[config.mk]
export PLATFORM = sky130hd
export DESIGN_NAME = and_unit_arbiter_flat
export DESIGN_NICKNAME = d
export VERILOG_FILES = /design/src/rtl/and_unit_pkg.sv /design/src/rtl/and_unit_arbiter_if.sv /design/src/rtl/and_unit_arbiter_rr_arbiter.sv /design/src/rtl/and_unit_arbiter.sv /design/src/flat_wrapper.sv
export SDC_FILE = /design/constraint.sdc
export NUM_CORES = 1
export LEC_CHECK = 0
export CAP_MARGIN = 20
export CORE_ASPECT_RATIO = 0.7
export CORE_UTILIZATION = 31
export DETAILED_ROUTE_END_ITERATION = 10
export GPL_TIMING_DRIVEN = 0
export PLACE_DENSITY = 0.92
export SLEW_MARGIN = 0
export SYNTH_ARGS = -nofsm -noshare
export SYNTH_HDL_FRONTEND = slang
export SYNTH_SLANG_ARGS = --single-unit
[constraint.sdc]
create_clock -name clk -period 3.22 [get_ports clk]
set_input_delay 0.644 -clock clk [delete_from_list [all_inputs] [get_ports clk]]
set_output_delay 0.644 -clock clk [all_outputs]
set_load 0.005 [all_outputs]
[src/rtl/and_unit_pkg.sv]
// Shared constants, state encoding and tag-width helper for the AND-unit arbiter.
package and_unit_pkg;

  localparam int unsigned NREQ_DEF  = 4;
  localparam int unsigned WIDTH_DEF = 8;

  // Result register state
  localparam logic [0:0] ST_EMPTY = 1'b0;
  localparam logic [0:0] ST_FULL  = 1'b1;

  // Requester tag width; never below one bit so the tag remains a real signal
  function automatic int unsigned idw_of(input int unsigned n);
    return (n < 2) ? 32'd1 : 32'($clog2(n));
  endfunction

endpackage

[src/rtl/and_unit_arbiter_if.sv]
// Requester / response bundle for and_unit_arbiter.
//   req_val/req_a/req_b : requester -> block (operands packed WIDTH per requester)
//   req_rdy             : block -> requester, at most one bit set
//   resp_val/data/id    : block -> consumer, resp_rdy back from consumer
interface and_unit_arbiter_if
  import and_unit_pkg::*;
#(
  parameter int unsigned NREQ  = NREQ_DEF,
  parameter int unsigned WIDTH = WIDTH_DEF
);
  localparam int unsigned IDW = idw_of(NREQ);

  logic [NREQ-1:0]       req_val;
  logic [NREQ-1:0]       req_rdy;
  logic [NREQ*WIDTH-1:0] req_a;
  logic [NREQ*WIDTH-1:0] req_b;
  logic                  resp_val;
  logic                  resp_rdy;
  logic [WIDTH-1:0]      resp_data;
  logic [IDW-1:0]        resp_id;

  modport slave (
    input  req_val, req_a, req_b, resp_rdy,
    output req_rdy, resp_val, resp_data, resp_id
  );

  modport master (
    output req_val, req_a, req_b, resp_rdy,
    input  req_rdy, resp_val, resp_data, resp_id
  );
endinterface

[src/rtl/and_unit_arbiter_rr_arbiter.sv]
// Round-robin arbiter: picks the first set request at or after ptr (wrapping).
//   clk, reset : clock, async active-high reset (ptr -> 0)
//   req        : request bits
//   en         : grant may be consumed this cycle; ptr advances only then
//   gnt_c      : one-hot grant (combinational)
//   gnt_idx_c  : encoded grant index (combinational)
//   gnt_val_c  : some request is granted (combinational)
module rr_arbiter
  import and_unit_pkg::*;
#(
  parameter int unsigned NREQ = NREQ_DEF
) (
  input  logic                    clk,
  input  logic                    reset,
  input  logic [NREQ-1:0]         req,
  input  logic                    en,
  output logic [NREQ-1:0]         gnt_c,
  output logic [idw_of(NREQ)-1:0] gnt_idx_c,
  output logic                    gnt_val_c
);
  localparam int unsigned IDW = idw_of(NREQ);
  localparam int unsigned PW  = IDW + 1;

  logic [IDW-1:0] ptr_q;
  logic [PW-1:0]  pos;

  // Scan from ptr upward; the wrap is a single subtraction since ptr+off < 2*NREQ
  always_comb begin
    gnt_c     = '0;
    gnt_idx_c = '0;
    gnt_val_c = 1'b0;
    pos       = '0;
    for (int unsigned off = 0; off < NREQ; off++) begin
      pos = {1'b0, ptr_q} + PW'(off);
      if (pos >= PW'(NREQ)) pos = pos - PW'(NREQ);
      if (!gnt_val_c && req[pos[IDW-1:0]]) begin
        gnt_val_c = 1'b1;
        gnt_idx_c = pos[IDW-1:0];
      end
    end
    if (gnt_val_c) gnt_c[gnt_idx_c] = 1'b1;
  end

  // Priority moves just past the winner, only on a consumed grant
  always_ff @(posedge clk or posedge reset) begin
    if (reset) begin
      ptr_q <= '0;
    end else if (gnt_val_c && en) begin
      ptr_q <= (gnt_idx_c == IDW'(NREQ - 1)) ? '0 : gnt_idx_c + 1'b1;
    end
  end

endmodule

[src/rtl/and_unit_arbiter.sv]
// Shares one registered AND unit among NREQ requesters with round-robin grant.
//   clk, reset : clock, async active-high reset
//   bus        : and_unit_arbiter_if.slave (requests in, tagged results out)
module and_unit_arbiter
  import and_unit_pkg::*;
#(
  parameter int unsigned NREQ  = NREQ_DEF,
  parameter int unsigned WIDTH = WIDTH_DEF
) (
  input  logic              clk,
  input  logic              reset,
  and_unit_arbiter_if.slave bus
);
  localparam int unsigned IDW = idw_of(NREQ);

  logic [0:0]       state_q, state_d;
  logic [WIDTH-1:0] data_q;
  logic [IDW-1:0]   id_q;

  logic             can_issue_c;
  logic             accept_c;
  logic [NREQ-1:0]  gnt_c;
  logic [IDW-1:0]   gnt_idx_c;
  logic             gnt_val_c;
  logic [WIDTH-1:0] a_sel_c, b_sel_c;

  // Empty, or full and draining this cycle; held off entirely during reset
  assign can_issue_c = !reset && ((state_q == ST_EMPTY) || bus.resp_rdy);

  rr_arbiter #(.NREQ(NREQ)) u_arb (
    .clk       (clk),
    .reset     (reset),
    .req       (bus.req_val),
    .en        (can_issue_c),
    .gnt_c     (gnt_c),
    .gnt_idx_c (gnt_idx_c),
    .gnt_val_c (gnt_val_c)
  );

  assign accept_c    = gnt_val_c && can_issue_c;
  assign bus.req_rdy = can_issue_c ? gnt_c : '0;

  // Operand mux driven by the one-hot grant
  always_comb begin
    a_sel_c = '0;
    b_sel_c = '0;
    for (int unsigned i = 0; i < NREQ; i++) begin
      if (gnt_c[i]) begin
        a_sel_c = bus.req_a[i*WIDTH +: WIDTH];
        b_sel_c = bus.req_b[i*WIDTH +: WIDTH];
      end
    end
  end

  // Result register next state: refill wins over drain
  always_comb begin
    state_d = state_q;
    if (accept_c) begin
      state_d = ST_FULL;
    end else if ((state_q == ST_FULL) && bus.resp_rdy) begin
      state_d = ST_EMPTY;
    end
  end

  // State, result and tag registers; data/tag keep stale values when drained
  always_ff @(posedge clk or posedge reset) begin
    if (reset) begin
      state_q <= ST_EMPTY;
      data_q  <= '0;
      id_q    <= '0;
    end else begin
      state_q <= state_d;
      if (accept_c) begin
        data_q <= a_sel_c & b_sel_c;
        id_q   <= gnt_idx_c;
      end
    end
  end

  assign bus.resp_val  = (state_q == ST_FULL);
  assign bus.resp_data = data_q;
  assign bus.resp_id   = id_q;

endmodule

[src/flat_wrapper.sv]
// flat-port wrapper written by rule: the top's interface ports become plain ports
module and_unit_arbiter_flat import and_unit_pkg::*;
#(
  parameter int unsigned NREQ  = NREQ_DEF,
  parameter int unsigned WIDTH = WIDTH_DEF
)
  (clk, reset, bus_req_val, bus_req_a, bus_req_b, bus_resp_rdy, bus_req_rdy, bus_resp_val, bus_resp_data, bus_resp_id);
  and_unit_arbiter_if #(.NREQ(NREQ), .WIDTH(WIDTH)) bus_i ();
  input  logic clk;
  input  logic reset;
  input wire logic [$bits(bus_i.req_val)-1:0] bus_req_val;
  input wire logic [$bits(bus_i.req_a)-1:0] bus_req_a;
  input wire logic [$bits(bus_i.req_b)-1:0] bus_req_b;
  input wire logic [$bits(bus_i.resp_rdy)-1:0] bus_resp_rdy;
  output wire logic [$bits(bus_i.req_rdy)-1:0] bus_req_rdy;
  output wire logic [$bits(bus_i.resp_val)-1:0] bus_resp_val;
  output wire logic [$bits(bus_i.resp_data)-1:0] bus_resp_data;
  output wire logic [$bits(bus_i.resp_id)-1:0] bus_resp_id;
  assign bus_i.req_val = bus_req_val;
  assign bus_i.req_a = bus_req_a;
  assign bus_i.req_b = bus_req_b;
  assign bus_i.resp_rdy = bus_resp_rdy;
  assign bus_req_rdy = bus_i.req_rdy;
  assign bus_resp_val = bus_i.resp_val;
  assign bus_resp_data = bus_i.resp_data;
  assign bus_resp_id = bus_i.resp_id;
  and_unit_arbiter #(.NREQ(NREQ), .WIDTH(WIDTH)) u_core (.clk(clk), .reset(reset), .bus(bus_i));
endmodule
; Word level (Yosys, flattened, before mapping)
; Cells that the tools add are included.
[word_totals]
input_bits = 71
out_inout_bits = 15
ff_bits = 13
elab_cells = 73
[classes]
add_sub_neg = 8
reduce_logical = 13
n_mux = 35
n_eq_ne = 1
magnitude_cmp = 10
bitwise = 2
[op_table]
columns = op, count
row1 = $mux 8, 8
row2 = $mux 2, 9
row3 = $lt 2x3->1 const B, 5
row4 = $mux 1, 11
row5 = $ge 3x3->1 const B, 3
row6 = $and 8x8->8, 1
row7 = $bmux 1 s2, 4
row8 = $mux 4, 2
row9 = $sub 2x1->2 const B, 4
row10 = $logic_and 1x1->1, 7
row11 = $add 2x2->3 const B, 2
row12 = $logic_not 1->1, 4
row13 = $add 2x1->3 const B, 1
row14 = $ge 2x3->1 const B, 1
row15 = $add 2x1->2 const B, 1
row16 = $demux 1 s2, 1
row17 = $eq 2x2->1 const B, 1
row18 = $ge 2x1->1 const B, 1
row19 = $reduce_bool 2->1, 1
row20 = $logic_or 1x1->1, 1
row21 = $not 1->1, 1

; Longest topological paths before layout
; Gate-level depths: netlist of run 1.
[depth]
ltp_word = 24
depth_mapped = 11
depth_no_buf = 9

; Cells and area by module
; A second synthesis of run 1 with hierarchy kept.
[hier_totals]
cells_unflattened = 116
hier_area_um2 = 1066.0
[modules_own_cells]
columns = module, area_per_inst_um2, seq_area_each_um2, instances, cells_per_inst
row1 = and_unit_arbiter, 788.3, 275.3, 1, 84
row2 = rr_arbiter, 277.8, 50.0, 1, 32

; Least setup slack after synthesis of run 1
; No wires, ideal clock.
[synth_timing]
path_kind = input-to-output
from = input port bus_req_val[3]
to = output port bus_req_rdy[1]
cell_stages = 7
path_buffers = 2
t_required_ns = 2.576
arrival_time_ns = 2.059
path_slack_ns = 0.517
cell_sequence = inv_1 a22o_1 a221oi_2 ha_1 clkbuf_1 clkbuf_1 and2_1
[synth_between]
elab_chain_len = 18
[synth_rtl]
columns = element, line_no
row1 = "start, declared", flat_wrapper.sv:11  ; input wire logic [$bits(bus_i.req_val)-1:0] bus_req_val;
row2 = $bmux 1 s2, and_unit_arbiter_rr_arbiter.sv:36  ; if (!gnt_val_c && req[pos[IDW-1:0]]) begin
row3 = $mux 1 (implied by the code), and_unit_arbiter_rr_arbiter.sv:36
row4 = $mux 1, and_unit_arbiter_rr_arbiter.sv:36
row5 = $logic_not 1->1, and_unit_arbiter_rr_arbiter.sv:36
row6 = $logic_and 1x1->1, and_unit_arbiter_rr_arbiter.sv:36
row7 = $mux 1, and_unit_arbiter_rr_arbiter.sv:36
row8 = $logic_not 1->1, and_unit_arbiter_rr_arbiter.sv:36
row9 = $logic_and 1x1->1, and_unit_arbiter_rr_arbiter.sv:36
row10 = [... 3 more ...], -
row11 = $mux 2 *, and_unit_arbiter_rr_arbiter.sv:36
row12 = named net u_core.gnt_idx_c[0], and_unit_arbiter.sv:23  ; logic [IDW-1:0] gnt_idx_c;
row13 = $lt 2x3->1 (implied by the code) / $ge 2x1->1 (equally long branches), and_unit_arbiter_rr_arbiter.sv:41  ; if (gnt_val_c) gnt_c[gnt_idx_c] = 1'b1;
row14 = $logic_and 1x1->1 (implied by the code), and_unit_arbiter_rr_arbiter.sv:41
row15 = $mux 1 (implied by the code), and_unit_arbiter_rr_arbiter.sv:41
row16 = $demux 1 s2 *, and_unit_arbiter_rr_arbiter.sv:41
row17 = $mux 4 *, and_unit_arbiter_rr_arbiter.sv:41
row18 = $mux 4 *, and_unit_arbiter.sv:41  ; assign bus.req_rdy = can_issue_c ? gnt_c : '0;
row19 = "end, declared", flat_wrapper.sv:15  ; output wire logic [$bits(bus_i.req_rdy)-1:0] bus_req_rdy;
; Mark *: on every way through the listed nets, which the timed path passes. The rest lies on a longest branch. The select of a mux whose other input is x is not followed.

; Worst setup path after layout of run 1
[layout_timing]
from = input port bus_req_val[3]
to = output port bus_req_rdy[2]
; Same word-level chain as after synthesis.

==> run_results.csv, run 1 <==
group,metric,value,unit
clocking,clk_pin_slew,0.06,ns
power,power-per-cell-area,472.7,nW/um^2
worst_setup_path,timing_worst_setup_path_type,"input pin to output pin",
clocking,clock_tree.buffer_depth,2,
synth,synth_area_leaders,"dfrtp_1 34%, nand3_1 12%, a32oi_1 6.5%",
cells_and_area,design.final.nets,280,
synth,synth.net_count,186,
synth,post_synth.cell_area_avg,8.544,um^2
detailed_routing,routed-via-count,1228,
detailed_routing,remaining_drc_errors,0,
detailed_routing,drt_first_pass_iters,4,
floorplan,floorplan.initialDensity,33.36,%
sta,maxSlewViolCount,0,
power,max-vdd-ir-drop,0.2206,mV
cells_and_area,diodes,0,
synth,synth-seq-cells,13,
synth,synth_top_area_share,34.30,%
cells_and_area,syn2layout_area_growth,108.6,%
synth,netlist.top_cell.by_area,"dfrtp_1",
synth,synth.area.mux_share,3.562,%
clocking,cts_tree,"done",
sta,timing.slew.headroom,52.03,%
sta,setup_viol,0,
global_route,grt_remaining_overflow,0,
global_route,grt_first_pass_wirelength,4.926,mm
global_route,first_global_vias,1085,
worst_setup_path,worst_r2r_end,"u_core.bus.resp_data[2]",
cells_and_area,drive_gt1_share,14.22,%
sta,setup_total_negative_slack,0,ns
worst_setup_path,worst_r2r_startpoint,"u_core.u_arb.ptr_q[0]",
floorplan,die_width,68.11,um
synth,synth_xor_xnor_area_share,0,%
clocking,numCtsBuffers,3,
global_route,antenna_found_initial,0,
clocking,clock-root-buffer,"clkbuf_8",
clocking,hold_bufs_inserted_after_cts,0,
detailed_routing,initialDrtViolationCount,49,
detailed_routing,wl_per_cell,14.28,um
cells_and_area,final_cells,240,
synth,synth_simple_gate_area_share,28.23,%
synth,yosysWarnings,0,
clocking,clk-insertion-delay-late,0.25,ns
cells_and_area,final_core_utilization,69.59,%
flow_run,max_cap_violations,0,
worst_setup_path,crit_start,"bus_req_val[3]",
cells_and_area,layout.filler_cells,225,
sta,hold_viol_final,0,
synth,postSynth.topFlopCell,"dfrtp_1",
worst_setup_path,cp.required,2.58,ns
synth,synth_sequential_area_ratio,34.30,%
sta,worst_hold_slack,0.5268,ns
worst_hold_path,min_path_type,"register to register",
clocking,cts.sink_count,13,
sta,period_minus_slack,3.116,ns
synth,yosys.area_share.adder,5.277,%
clocking,h-tree-depth,1,
sta,final.setup.worst_slack,0.1039,ns
worst_setup_path,critical_path.max_fanout,5,
place,dpl.cell_count,232,
global_route,track_usage,21.27,%
synth,synth_cell_type_count,26,
synth,gate_count_after_technology_mapping,111,
power,p_leak,0.7598,nW
synth,synth_compound_area_share,22.96,%
synth,number_of_synthesized_flops_with_an_enable_pin,0,
detailed_routing,avgViaCountPerCell,5.117,
sta,worst-slew-pin-transition,0.7141,ns
floorplan,placement_rows,16,
synth,syn-cell-area,948.4,um^2
sta,clock.fmax,0.3209,GHz
synth,synth_top_family_by_area,"simple AND/OR/NAND/NOR gates",
place,routabilityCongestion,0.7110,
detailed_routing,finalWirelength,3.427,mm
place,place_ws,-0.8809,ns
floorplan,die_height,48.28,um
detailed_routing,antenna_violating_nets_post_route,0,
sta,finalClockSkew,0.004380,ns
place,port_buffers,85,
floorplan,die-area,3288,um^2
worst_setup_path,rrSetupSlack,0.74,ns
place,dp.final_hpwl,2.712,mm
worst_setup_path,critical_path_capture_point_type,"output pin",
worst_setup_path,cell_count_of_the_worst_reg_to_reg_path,9,
worst_setup_path,setup.worst_path.end,"bus_req_rdy[2]",
worst_setup_path,setup.worst_path.start_class,"input pin",
status,result_of_the_run,"finished clean",
sta,final.period_utilization,96.77,%
worst_setup_path,critical_path_arrival,2.47,ns
sta,rsz0062_at_grt,"false",
floorplan,ioPinCount,86,
global_route,pin_count_of_the_biggest_net_entering_global_routing,14,
floorplan,std_cell_core_area,2843,um^2
synth,async_reset_ff_share,100.0,%
==> power breakdown <==
part           switching [mW]  internal, mW
Clock                  0.0592        0.0875
Sequential             0.0364         0.213
Combinational           0.228         0.312
Total                   0.323         0.612
==> through the flow <==
stage | instance area, um^2 | total power [mW]
2_1_floorplan | 948.4 | 0.4565
3_3_place_gp | 1844 | 0.6919
3_5_place_dp | 1844 | 0.7016
4_1_cts | 1947 | 0.9006
5_1_grt | 1978 | 0.9997
6_report | 1978 | 0.9350
==> flip-flops by register name, indices dropped and copies added (netlist names) <==
| signal | flops |
|---|---|
| u_core.bus.resp_data | 8 |
| u_core.u_arb.ptr_q | 2 |
| u_core.bus.resp_val | 1 |
| u_core.bus.resp_id | 2 |
==> critical path, stage by stage <==
cell and delay [ns]:
clkdlybuf4s15_2 0.22, inv_2 0.07, a22o_1 0.26, a221oi_4 0.37
inv_2 0.10, ha_2 0.23, and2_1 0.14, clkdlybuf4s50_1 0.43
==> worst min-delay path by stage <==
stage / startpoint / endpoint / slack (ns) / cells past startpoint
after floorplan: u_core.bus.resp_id[0] / u_core.bus.resp_id[0] / 0.51 / 1
after global placement: u_core.bus.resp_id[0] / u_core.bus.resp_id[0] / 0.49 / 1
after detailed placement: u_core.bus.resp_id[0] / u_core.bus.resp_id[0] / 0.50 / 1
after CTS: u_core.bus.resp_id[0] / u_core.bus.resp_id[0] / 0.51 / 1
after global routing: u_core.bus.resp_id[0] / u_core.bus.resp_id[0] / 0.54 / 1
final: u_core.bus.resp_id[0] / u_core.bus.resp_id[0] / 0.53 / 1
==> layer usage <==
metal  GRT usage, %  wire length (um)
met2          35.10              1718
met5              0                 0
met4          10.83                40
met3          3.037               208
met1          27.79              1460
==> cell usage after synthesis, types with 3 or more instances <==
cell and n:
and2_1 4, clkbuf_1 4, inv_1 6, dfrtp_1 13, nor2_1 10, o21ai_0 9
a32oi_1 7, nand3_1 23, mux2_2 3, a21oi_1 6, ha_1 4, a31oi_1 8
==> kinds of logic (layout without fill, tap and decap cells) <==
| kind of cell | after synthesis | in the layout |
|---|---|---|
| compound gates | 33 | 33 |
| fa+ha+maj | 4 | 4 |
| buf+inv | 12 | 105 |
| flops | 13 | 13 |
| mux | 3 | 3 |
| simple gates | 46 | 46 |
==> what timing repair did <==
| item | in CTS | in global routing |
|---|---|---|
| hold endpoints to repair | 0 | 0 |
| gates resized for setup | 19 | 5 |
| pin swaps | 2 | 3 |
| endpoints found under the setup margin | 5 | 3 |
| buffers inserted | 3 | 4 |
==> area by class of cell <==
type / instances / area, um^2 / share of cell area (%)
timing repair buffer: 92 / 895.9 / 45.29
multi-input combinational: 86 / 614.3 / 31.06
sequential: 13 / 325.3 / 16.45
clock buffer: 4 / 45.04 / 2.277
tap: 36 / 45.04 / 2.277
buffer: 3 / 30.03 / 1.518
inverter: 6 / 22.52 / 1.139
==> layout by cell type (no fill, tap or decap), drive strengths merged, types with 6 or more instances in the layout <==
master	instances
inv	6
a32oi	7
a31oi	8
clkdlybuf4s50	80
buf	9
nand3	23
a21oi	6
clkbuf	6
dfrtp	13
o21ai	9
nor2	10
No activity file was read; power rests on OpenSTA's default activity.
==> run 2, diff against run 1 <==
--- a/constraint.sdc
+++ b/constraint.sdc
@@ -3,2 +3,2 @@
 set_output_delay 0.644 -clock clk [all_outputs]
-set_load 0.005 [all_outputs]
+set_load 0.05 [all_outputs]
==> run 2 against run 1 <==
  * Clock power about the same
  * Hold slack worse by 0.015 ns
  * Combinational power increased by 22%
  * Global-route usage decreased by 0.44 points
  * Sequential share of layout area rose by 0.42 points
  * Core utilization is 1.7 points lower
  * Non-clock buffer count shrank 3
  * Critical path type unchanged
==> run_results.csv, run 2 (synthesized netlist as in run 1, its figures left out) <==
group,metric,value,unit
status,result_of_the_run,"finished clean",
power,power,1.058,mW
clocking,clock-root-buffer,"clkbuf_8",
worst_setup_path,worst_r2r_end,"u_core.bus.resp_data[2]",
place,post_place_instance_area,1844,um^2
detailed_routing,avgViaCountPerCell,5.080,
power,power-per-cell-area,548.3,nW/um^2
worst_setup_path,rrSetupSlack,0.74,ns
detailed_routing,remaining_drc_errors,0,
sta,timing.slew.headroom,50.65,%
sta,hold_viol_final,0,
worst_setup_path,worst_r2r_startpoint,"u_core.u_arb.ptr_q[0]",
floorplan,floorplan.initialDensity,33.36,%
cells_and_area,most-common-layout-cells,"77 x clkdlybuf4s50_1, 23 x nand3_1, 13 x dfrtp_1",
worst_setup_path,worstPathCellList,"dlygate4sd2_1, inv_2, a22o_1, a221oi_4, buf_4, ha_4, clkbuf_4, and2_1, buf_6",
cells_and_area,diodes,0,
worst_setup_path,cp.required,2.58,ns
sta,setup_total_negative_slack,0,ns
cells_and_area,register_area,325.3,um^2
cells_and_area,final_common_cell,"clkdlybuf4s50_1",
clocking,h-tree-depth,1,
cells_and_area,layout.filler_cells,236,
worst_setup_path,crit_start,"bus_req_val[3]",
clocking,clock_tree.buffer_depth,2,
worst_setup_path,cell_count_of_the_worst_reg_to_reg_path,8,
sta,final.period_utilization,96.57,%
worst_setup_path,critical-path-max-stage-delay,0.33,ns
place,dp.final_hpwl,2.712,mm
worst_setup_path,timing_worst_setup_path_type,"input pin to output pin",
sta,period_minus_slack,3.110,ns
global_route,antenna_found_initial,0,
clocking,cts.sink_count,13,
clocking,hold_bufs_inserted_after_cts,0,
cells_and_area,final_core_utilization,67.87,%
detailed_routing,antenna_violating_nets_post_route,0,
cells_and_area,design.final.nets,277,
worst_hold_path,min_path_type,"register to register",
sta,setup_viol,0,
sta,finalClockSkew,0.006939,ns
floorplan,die_width,68.11,um
sta,maxSlewViolCount,0,
sta,clock.fmax,0.3216,GHz
global_route,track_usage,20.83,%
worst_setup_path,critical_path_arrival,2.47,ns
worst_setup_path,critical_path_capture_point_type,"output pin",
floorplan,std_cell_core_area,2843,um^2
global_route,pin_count_of_the_biggest_net_entering_global_routing,14,
detailed_routing,routed-via-count,1204,
cells_and_area,combined_area_of_the_multi_input_logic_cells,601.8,um^2
detailed_routing,wl_per_cell,14.54,um
worst_setup_path,setup.worst_path.start_class,"input pin",
global_route,grt_remaining_overflow,0,
place,routabilityCongestion,0.7110,
cells_and_area,drive_gt1_share,12.94,%
detailed_routing,drt_first_pass_iters,4,
cells_and_area,syn2layout_area_growth,103.4,%
floorplan,die_height,48.28,um
cells_and_area,number_of_flip_flops_in_the_largest_register,8,
sta,worst-slew-pin-transition,0.7346,ns
clocking,cts_tree,"done",
global_route,grt_first_pass_wirelength,4.823,mm
clocking,numCtsBuffers,3,
power,max-vdd-ir-drop,0.2075,mV
cells_and_area,final_design_area_no_fill,1929,um^2
global_route,first_global_vias,1055,
place,port_buffers,85,
detailed_routing,finalWirelength,3.446,mm
sta,rsz0062_at_grt,"false",
floorplan,die-area,3288,um^2
worst_setup_path,setup.worst_path.end,"bus_req_rdy[1]",
flow_run,max_cap_violations,0,
floorplan,ioPinCount,86,
worst_setup_path,cp_slowest_cell,"a221oi_4",
worst_setup_path,critical_path.max_fanout,10,
power,p_leak,0.7560,nW
detailed_routing,initialDrtViolationCount,56,
clocking,clk-insertion-delay-late,0.25,ns
clocking,clk_pin_slew,0.06,ns
floorplan,placement_rows,16,
-- run 2: metrics by stage --
step | hold WS, ns | setup slack [ns] | cells
6_report | 0.5120 | 0.1104 | 237
5_1_grt | 0.5225 | 0.01745 | 237
4_1_cts | 0.5147 | 0.02429 | 236
3_5_place_dp | 0.5042 | -1.183 | 232
3_3_place_gp | 0.4942 | -1.159 | 232
2_1_floorplan | 0.5097 | 0.2177 | 111
-- run 2: timing repair --
item,in CTS,in global routing
setup endpoints to repair,5,3
pin swaps,1,0
gates resized for setup,34,3
endpoints found under the hold margin,0,0
setup buffers,2,1
-- run 2: per-layer routing --
layer | vias up | share of wire [%] | track usage, %
li1 | 598 | - | -
met1 | 531 | 43 | 28.01
met2 | 66 | 48 | 33.33
met3 | 9 | 6.5 | 2.804
met4 | 0 | 2.2 | 10.83
met5 | - | 0 | 0
-- run 2: power by group --
group	internal (mW)	switching (mW)	total [mW]
Combinational	0.282	0.378	0.660
Clock	0.0875	0.0604	0.148
Sequential	0.213	0.0370	0.250
Total	0.583	0.475	1.06
-- run 2: worst max-delay path: cells and delay by family --
kind / cells / cell delay [ns]
buffers and inverters: 5 / 0.90
adders and majority gates: 1 / 0.17
AOI/OAI and AO/OA: 2 / 0.60
and+or+nand+nor: 1 / 0.15
-- run 2: cell type report --
class / count / share of cell area (%)
sequential: 13 / 16.86
timing repair buffer: 88 / 44.62
buffer: 4 / 1.492
tap: 36 / 2.335
multi-input combinational: 86 / 31.19
clock buffer: 4 / 2.335
inverter: 6 / 1.167
-- run 2: worst min-delay path by stage --
| stage | start | to | slack, ns | cells after the start |
|---|---|---|---|---|
| CTS | u_core.bus.resp_id[0] | u_core.bus.resp_id[0] | 0.51 | 1 |
| global route | u_core.bus.resp_id[0] | u_core.bus.resp_id[0] | 0.52 | 1 |
| global placement | u_core.bus.resp_id[0] | u_core.bus.resp_id[0] | 0.49 | 1 |
| floorplan | u_core.u_arb.ptr_q[0] | u_core.u_arb.ptr_q[0] | 0.51 | 2 |
| detailed placement | u_core.bus.resp_id[0] | u_core.bus.resp_id[0] | 0.50 | 1 |
| finish | u_core.bus.resp_id[0] | u_core.bus.resp_id[0] | 0.51 | 1 |
==> run 3, diff against run 2 <==
CAP_MARGIN = unset   (was 20)
CTS_CLUSTER_DIAMETER = 40   (was unset)
==> results of run 3 <==
The final DEF is identical to that of run 2; final timing and power are the same.
